--- config.mk ---
export PLATFORM = sky130hd
export DESIGN_NAME = shift_rx
export DESIGN_NICKNAME = d
export VERILOG_FILES = /design/src/rtl/shift_rx.sv
export SDC_FILE = /design/constraint.sdc
export NUM_CORES = 1
export LEC_CHECK = 0
export BUFFER_PORTS_ARGS = -buffer_cell sky130_fd_sc_hd__buf_2
export CAP_MARGIN = 10
export CORE_UTILIZATION = 54
export CTS_CLUSTER_DIAMETER = 60
export DETAILED_ROUTE_END_ITERATION = 12
export GPL_TIMING_DRIVEN = 0
export PLACE_DENSITY = 0.82
export SYNTH_ARGS = -nofsm -noshare
export SYNTH_HDL_FRONTEND = slang
export SYNTH_SLANG_ARGS = --single-unit
export TNS_END_PERCENT = 100
--- constraint.sdc ---
create_clock -name clk -period 1.8 [get_ports clk]
set_clock_uncertainty 0.2 [all_clocks]
set_input_delay 0.36 -clock clk [delete_from_list [all_inputs] [get_ports clk]]
set_output_delay 0.36 -clock clk [all_outputs]
set_load 0.02 [all_outputs]
--- src/rtl/shift_rx.sv ---
// Serial-in, parallel-out receiver for the shift_ctrl link: frames on shld, samples
// sdata on qualified serclk rises, and presents completed words with valid/ready.
module shift_rx #(
   parameter int WIDTH     = 16,
   parameter bit MSB_FIRST = 1'b1
) (
   input  logic             clk,
   input  logic             reset,
   input  logic             shld,
   input  logic             serclk,
   input  logic             sdata,
   output logic [WIDTH-1:0] data,
   output logic             valid,
   input  logic             ready,
   output logic [4:0]       count,
   output logic             overrun,
   output logic             frame_err,
   output logic [1:0]       dbg_state
);

   typedef enum logic [1:0] {
      ST_IDLE  = 2'd0,
      ST_LOAD  = 2'd1,
      ST_SHIFT = 2'd2
   } state_t;

   localparam logic [4:0] LAST_CNT = 5'(WIDTH - 1);

   state_t           r_state;
   logic             r_shld_q;
   logic             r_serclk_q;
   logic             r_serclk_qq;
   logic             r_sdata_q;
   logic [WIDTH-2:0] r_sr;
   logic [WIDTH-1:0] r_data;
   logic             r_valid;
   logic [4:0]       r_count;
   logic             r_overrun;
   logic             r_frame_err;

   logic             w_rise;
   logic             w_last;
   logic             w_accept;
   logic [WIDTH-1:0] w_word;
   logic [WIDTH-2:0] w_sr_next;

   // Handshake: a word is transferred on every clk edge where valid && ready is high;
   // valid drops on that edge unless a new word completes on the same edge.
   assign w_accept = r_valid & ready;
   assign w_rise   = r_serclk_q & ~r_serclk_qq & r_shld_q;
   assign w_last   = (r_count == LAST_CNT);

   // The register only keeps the WIDTH-1 bits already received; the final bit is
   // merged straight into the outgoing word.
   generate
      if (MSB_FIRST) begin : g_msb_first
         assign w_word    = {r_sr, r_sdata_q};
         assign w_sr_next = w_word[WIDTH-2:0];
      end else begin : g_lsb_first
         assign w_word    = {r_sdata_q, r_sr};
         assign w_sr_next = w_word[WIDTH-1:1];
      end
   endgenerate

   always_ff @(posedge clk) begin
      if (reset) begin
         r_state     <= ST_IDLE;
         r_shld_q    <= 1'b0;
         r_serclk_q  <= 1'b0;
         r_serclk_qq <= 1'b0;
         r_sdata_q   <= 1'b0;
         r_sr        <= '0;
         r_data      <= '0;
         r_valid     <= 1'b0;
         r_count     <= 5'd0;
         r_overrun   <= 1'b0;
         r_frame_err <= 1'b0;
      end else begin
         r_shld_q    <= shld;
         r_serclk_q  <= serclk;
         r_serclk_qq <= r_serclk_q;
         r_sdata_q   <= sdata;
         r_frame_err <= 1'b0;

         if (w_accept) begin
            r_valid <= 1'b0;
         end

         case (r_state)
            ST_IDLE: begin
               if (!r_shld_q) begin
                  r_state <= ST_LOAD;
               end
            end

            ST_LOAD: begin
               r_count <= 5'd0;
               r_sr    <= '0;
               if (r_shld_q) begin
                  r_state <= ST_SHIFT;
               end
            end

            ST_SHIFT: begin
               if (!r_shld_q) begin
                  // shld dropping mid-word aborts the frame; the partial word is lost.
                  if (r_count != 5'd0) begin
                     r_frame_err <= 1'b1;
                  end
                  r_count <= 5'd0;
                  r_sr    <= '0;
                  r_state <= ST_LOAD;
               end else if (w_rise) begin
                  if (w_last) begin
                     r_data  <= w_word;
                     r_valid <= 1'b1;
                     r_count <= 5'd0;
                     r_sr    <= '0;
                     r_state <= ST_IDLE;
                     if (r_valid && !ready) begin
                        r_overrun <= 1'b1;
                     end
                  end else begin
                     r_sr    <= w_sr_next;
                     r_count <= r_count + 5'd1;
                  end
               end
            end

            default: begin
               r_state <= ST_IDLE;
            end
         endcase
      end
   end

   assign data      = r_data;
   assign valid     = r_valid;
   assign count     = r_count;
   assign overrun   = r_overrun;
   assign frame_err = r_frame_err;
   assign dbg_state = r_state;

endmodule
==> qor.csv, run 1 <==
metric,value,unit
ys_seq_area_share,50.53,%
crit_arrival,1.73,ns
cts-htree-levels,2,
p_leak,0.8184,nW
cts_root_buf,clkbuf_4,
async_flop_share,0,%
viasPerCell,5.222,
initial_utilization,57.46,%
wire_per_inst,12.35,µm
hp-class,input port to register,
clk_latency,0.36,ns
diodes,0,
path_max_fanout,10,
fp.dieW,59.46,µm
core_area,3103,µm²
die_area,3535,µm²
nFillCells,277,
syn_area,1783,µm²
grt_max_degree,15,
cts_tree,yes,
grt_pass1_vias,1293,
track_usage,22.86,%
min_period_over_period,93.57,%
slew_viol_final,0,
synth_warnings,0,
routed_wl,3508,µm
postRouteAntennaNets,0,
grt_first_pass_wirelength,5934,µm
drt_pass1_iterations,4,
die_h,59.46,µm
drc,0,
fin_util,68.91,%
status,"complete, no violations",
power_density,871.2,nW/µm²
ios,32,
rows,20,
regArea,907.1,µm²
antenna_found_initial,0,
ys_types,34,
multiInputGateArea,824.5,µm²
drtIter0Drc,41,
fin_crit,1.684,ns
synthToLayoutAreaGrowth,19.93,%
fmax,593.8,MHz
syn_inst,200,
layout_commonest_cell,nand2_1,
critPathKind,register to register,
cts-buffers-inserted,5,
crit_start,r_serclk_qq,
port_buffers,30,
setup_viol,0,
cap_violations,0,
clock-sinks,45,
startpoint_type,register,
hold_viol,0,
tightest_slew,0.5513,ns
cp.required,1.84,ns
mostFrequentLayoutCells,"nand2_1 (47), dfxtp_1 (42), buf_2 (32)",
final_nets,247,
drive_gt1_share,29.17,%
cts_buffer_depth,2,
r2r-start,r_serclk_qq,
synth_flop_cell,dfxtp_1,
dp_cells,274,
rsz0062_at_grt,false,
min_from,sdata,
cp-end-kind,register,
synth_seq_cells,45,
layout.cells.non_filler,284,
vias,1483,
slew_headroom,63.24,%
clk_pin_slew_worst_paths,0.13,ns
place_hpwl,2317,µm
overflow,0,
place_congestion,0.8564,
syn_nets,208,
avgSynthCellArea,8.915,µm²
synth-edff-count,0,
vdd_ir_drop_max,0.5805,mV
[timing repair]
item	in CTS	in global routing
resized for setup	3	4
pin swaps	1	3
hold buffers	1	0
endpoints found under the setup margin	11	24
buffers inserted	0	1
hold endpoints to repair	1	0
[path summary, 6_finish.rpt]
path                            slack, ns        end  depth (start not counted)
worst max-delay path                 0.12   count[2]                          5
worst max register to register       0.12   count[2]                          5
worst min-delay path                0.004  r_sdata_q                          2
worst min register to register       0.26    data[3]                          2
[power breakdown]
group | switching [mW] | internal (mW)
logic | 0.0619 | 0.0297
clock network | 0.332 | 0.430
registers | 0.00843 | 1.00
[per-stage QoR]
stage	setup slack, ns	hold WS, ns	total power, mW	TNS [ns]	instance area [µm²]
2_1_floorplan	0.07319	0.2321	1.097	0	1785
6_report	0.1158	0.003976	1.863	0	2138
5_1_grt	0.01856	0.03477	1.927	0	2138
3_3_place_gp	-0.03327	0.2414	1.121	-0.2875	1991
4_1_cts	0.006399	0.001493	1.860	0	2115
3_5_place_dp	-0.04609	0.2461	1.122	-0.3622	1991
[cell families after synthesis]
family / Yosys count / synth area share (%)
flip-flops: 45 / 50.53
AO/OA/AOI/OAI: 44 / 15.79
buffers and inverters: 14 / 4.421
AND/OR/NAND/NOR: 94 / 27.37
XOR/XNOR: 1 / 0.4913
adder cells (fa/ha/maj): 2 / 1.403
[routing by layer]
layer | global-route usage [%] | share of wire, % | vias to the layer above
met4 | 6.122 | 1.3 | 0
met1 | 29.51 | 48 | 685
li1 | - | - | 762
met3 | 7.424 | 4.5 | 5
met2 | 36.60 | 46 | 31
met5 | 0 | 0 | -
[cells in the mapped netlist (2+ instances only)]
| cell type | number | share of area, % |
|---|---|---|
| nand3_1 | 18 | 5.1 |
| clkbuf_1 | 5 | 1.1 |
| nand2_1 | 47 | 9.9 |
| o21ai_0 | 2 | 0.56 |
| buf_6 | 3 | 1.9 |
| nor4b_1 | 2 | 0.98 |
| nand2_2 | 2 | 0.70 |
| inv_1 | 3 | 0.63 |
| nand2b_1 | 2 | 0.70 |
| a21oi_2 | 10 | 4.9 |
| nor2b_1 | 6 | 2.1 |
| dfxtp_1 | 45 | 51 |
| buf_2 | 3 | 0.84 |
| nor4_1 | 2 | 0.70 |
| a21oi_1 | 27 | 7.6 |
| nor2_1 | 4 | 0.84 |
| ha_1 | 2 | 1.4 |
[worst max-delay path, cell delays in order (launching register included)]
cell and delay (ns):
dfxtp_1 0.33, nand2b_1 0.30, a31o_2 0.33, buf_2 0.18
o21ai_1 0.14, a21oi_1 0.07
[final cells by class]
class,instances,share of cell area (%)
Multi-Input combinational cell,141,38.56
Inverter,3,0.5266
Buffer,11,3.277
Clock buffer,5,1.755
Sequential cell,45,42.42
Timing Repair Buffer,32,7.841
Tap cell,44,2.575
Clock inverter,3,3.043
[sequential cells by signal (all words and copies together), names as in the netlist]
| register | flops |
|---|---|
| count | 5 |
| valid | 1 |
| r_sdata_q | 1 |
| r_serclk_q | 1 |
| r_sr | 15 |
| r_serclk_qq | 1 |
| overrun | 1 |
| dbg_state | 2 |
| data | 16 |
| frame_err | 1 |
| r_shld_q | 1 |
Note: power is estimated with default switching activity, not from simulation.
==> run 2: changes to the inputs <==
CORE_ASPECT_RATIO = 0.9   (was unset)
==> run 2 against run 1 <==
Against the previous run:
- sequential share of layout area up 0.63 points
- die area is essentially flat
- maximum frequency is 0.26% lower
- critical path type unchanged
- sequential power about the same
- cell count is the same
==> qor.csv, run 2 (synthesis gave the netlist of run 1 again) <==
metric,value,unit,change
status,"complete, no violations",,unchanged
power_density,763.5,nW/µm²,was 871.2 nW/µm²
cp-end-kind,register,,unchanged
place_hpwl,2400,µm,was 2317 µm
startpoint_type,register,,unchanged
routed.top_layer,met4,,unchanged
place_congestion,0.8355,,was 0.8564
drc,0,,unchanged
hp-class,input port to register,,unchanged
rsz0062_at_grt,false,,unchanged
viasPerCell,5.257,,was 5.222
worst_hold_slack,0.09862,ns,was 0.003976 ns
port_buffers,30,,unchanged
p_comb_share,5.9,%,was 4.9%
dp_cells,272,,was 274
routed_wl,3468,µm,was 3508 µm
largest_register_ffs,16,,unchanged
drive_gt1_share,28.51,%,was 29.17%
cts-buffers-inserted,5,,unchanged
clk_latency,0.37,ns,was 0.36 ns
grt_first_pass_wirelength,5989,µm,was 5934 µm
min_path_cells,3,,was 2
wire_per_inst,12.21,µm,was 12.35 µm
power_frac_seq,63.1,%,was 54.2%
final_nets,249,,was 247
grt_pass1_vias,1359,,was 1293
track_usage,21.88,%,was 22.86%
ios,32,,unchanged
fp.dieW,62.57,µm,was 59.46 µm
path_max_fanout,10,,unchanged
worst_r2r_path_depth,5,,unchanged
antenna_found_initial,0,,unchanged
vias,1493,,was 1483
diodes,0,,unchanged
slew_headroom,64.74,%,was 63.24%
power.internal,1.190,mW,was 1.461 mW
cts_tree,yes,,unchanged
synthToLayoutAreaGrowth,17.68,%,was 19.93%
die_h,56.51,µm,was 59.46 µm
hold_viol,0,,unchanged
cts_root_buf,clkbuf_4,,unchanged
cp.required,1.84,ns,about the same
crit_arrival,1.73,ns,about the same
mostFrequentLayoutCells,"nand2_1 (47), dfxtp_1 (43), buf_2 (32)",,"was nand2_1 (47), dfxtp_1 (42), buf_2 (32)"
clock-sinks,45,,unchanged
cap_violations,0,,unchanged
vdd_ir_drop_max,0.5589,mV,was 0.5805 mV
die_area,3536,µm²,was 3535 µm²
tightest_slew,0.5288,ns,was 0.5513 ns
wl_met2,1528,µm,was 1623 µm
met1_length,1744,µm,was 1680 µm
cts-htree-levels,2,,unchanged
critPathKind,register to register,,unchanged
fin_crit,1.689,ns,was 1.684 ns
clkPwrFrac,31.0,%,was 40.9%
timing.setup.tns,0,ns,unchanged
overflow,0,,unchanged
drt_pass1_iterations,4,,unchanged
multiInputGateArea,814.5,µm²,was 824.5 µm²
core_area,3090,µm²,was 3103 µm²
postRouteAntennaNets,0,,unchanged
slew_viol_final,0,,unchanged
layout.cells.non_filler,284,,unchanged
cts_buffer_depth,2,,unchanged
p_leak,0.8037,nW,was 0.8184 nW
initial_utilization,57.69,%,was 57.46%
route.met3.wl,141,µm,was 159 µm
slowest_stage,dfxtp_1,,unchanged
power_switching_share,25.69,%,was 21.57%
regArea,903.4,µm²,was 907.1 µm²
cp_cell_sequence,nand2b_1 > a31o_2 > buf_2 > o21ai_1 > a21oi_1,,unchanged
clk_pin_slew_worst_paths,0.13,ns,about the same
rows,19,,was 20
setup_viol,0,,unchanged
design_area,2098,µm²,was 2138 µm²
drtIter0Drc,70,,was 41
fmax,592.2,MHz,was 593.8 MHz
grt_max_degree,16,,was 15
placed_area,1988,µm²,was 1991 µm²
min_period_over_period,93.81,%,was 93.57%
layout_commonest_cell,nand2_1,,unchanged
power.switching,0.4116,mW,was 0.4018 mW
nFillCells,268,,was 277
power.total,1.602,mW,was 1.863 mW
cpPeakStageDelay,0.33,ns,about the same
[run 2: cell count changes in the layout (fill, tap and decap cells not counted), sizes merged]
| cell | delta |
|---|---|
| bufinv | -2 |
| dlygate4sd3 | +2 |
| clkinvlp | +1 |
| inv | +1 |
[run 2: critical path: cells and delay by family, from the launching register on]
kind                   cells  cell delay, ns
buffers and inverters      1            0.18
AND/OR/NAND/NOR            1            0.31
flip-flops                 1            0.33
AO/OA/AOI/OAI              3            0.55
[run 2: routing by layer]
metal | track usage, % | vias up
met5 | 0 | -
met1 | 28.21 | 688
met3 | 5.488 | 5
li1 | - | 766
met2 | 34.94 | 34
met4 | 8.970 | 0
[run 2: final timing paths]
path | from | slack (ns) | endpoint
max | r_serclk_qq | 0.11 | count[2]
min | ready | 0.1 | valid
max reg2reg | r_serclk_qq | 0.11 | count[2]
min reg2reg | data[2] | 0.26 | data[2]
[run 2: final cells by class]
| type | instances | area share, % |
|---|---|---|
| clock inverter | 3 | 1.014 |
| multi-input combinational | 141 | 38.82 |
| sequential | 45 | 43.05 |
| timing repair buffer | 35 | 9.302 |
| clock buffer | 5 | 1.789 |
| buffer | 10 | 2.982 |
| tap | 42 | 2.504 |
| inverter | 3 | 0.5367 |
[run 2: power by group through the flow]
stage / registers [mW] / logic (mW) / clock network [mW]
2_1_floorplan: 1.03 / 0.0630 / 0
3_3_place_gp: 1.03 / 0.0879 / 0
3_5_place_dp: 1.03 / 0.0890 / 0
4_1_cts: 1.01 / 0.0945 / 0.509
5_1_grt: 1.01 / 0.103 / 0.548
6_report: 1.01 / 0.0941 / 0.497
[run 2: repair_timing]
action / in CTS / in global routing
hold buffers: 3 / 0
endpoints found under the hold margin: 3 / 0
endpoints found under the setup margin: 11 / 13
setup buffers: 1 / 1
resized for setup: 3 / 0
pin swaps: 1 / 2
[run 2: stage by stage]
| stage | utilization [%] | worst slack (ns) |
|---|---|---|
| after floorplan | - | 0.07319 |
| after global placement | 64.33 | -0.04170 |
| after detailed placement | 64.33 | -0.06637 |
| after CTS | 67.81 | 0.03255 |
| after global routing | 67.89 | 0.02856 |
| final | 67.89 | 0.1114 |
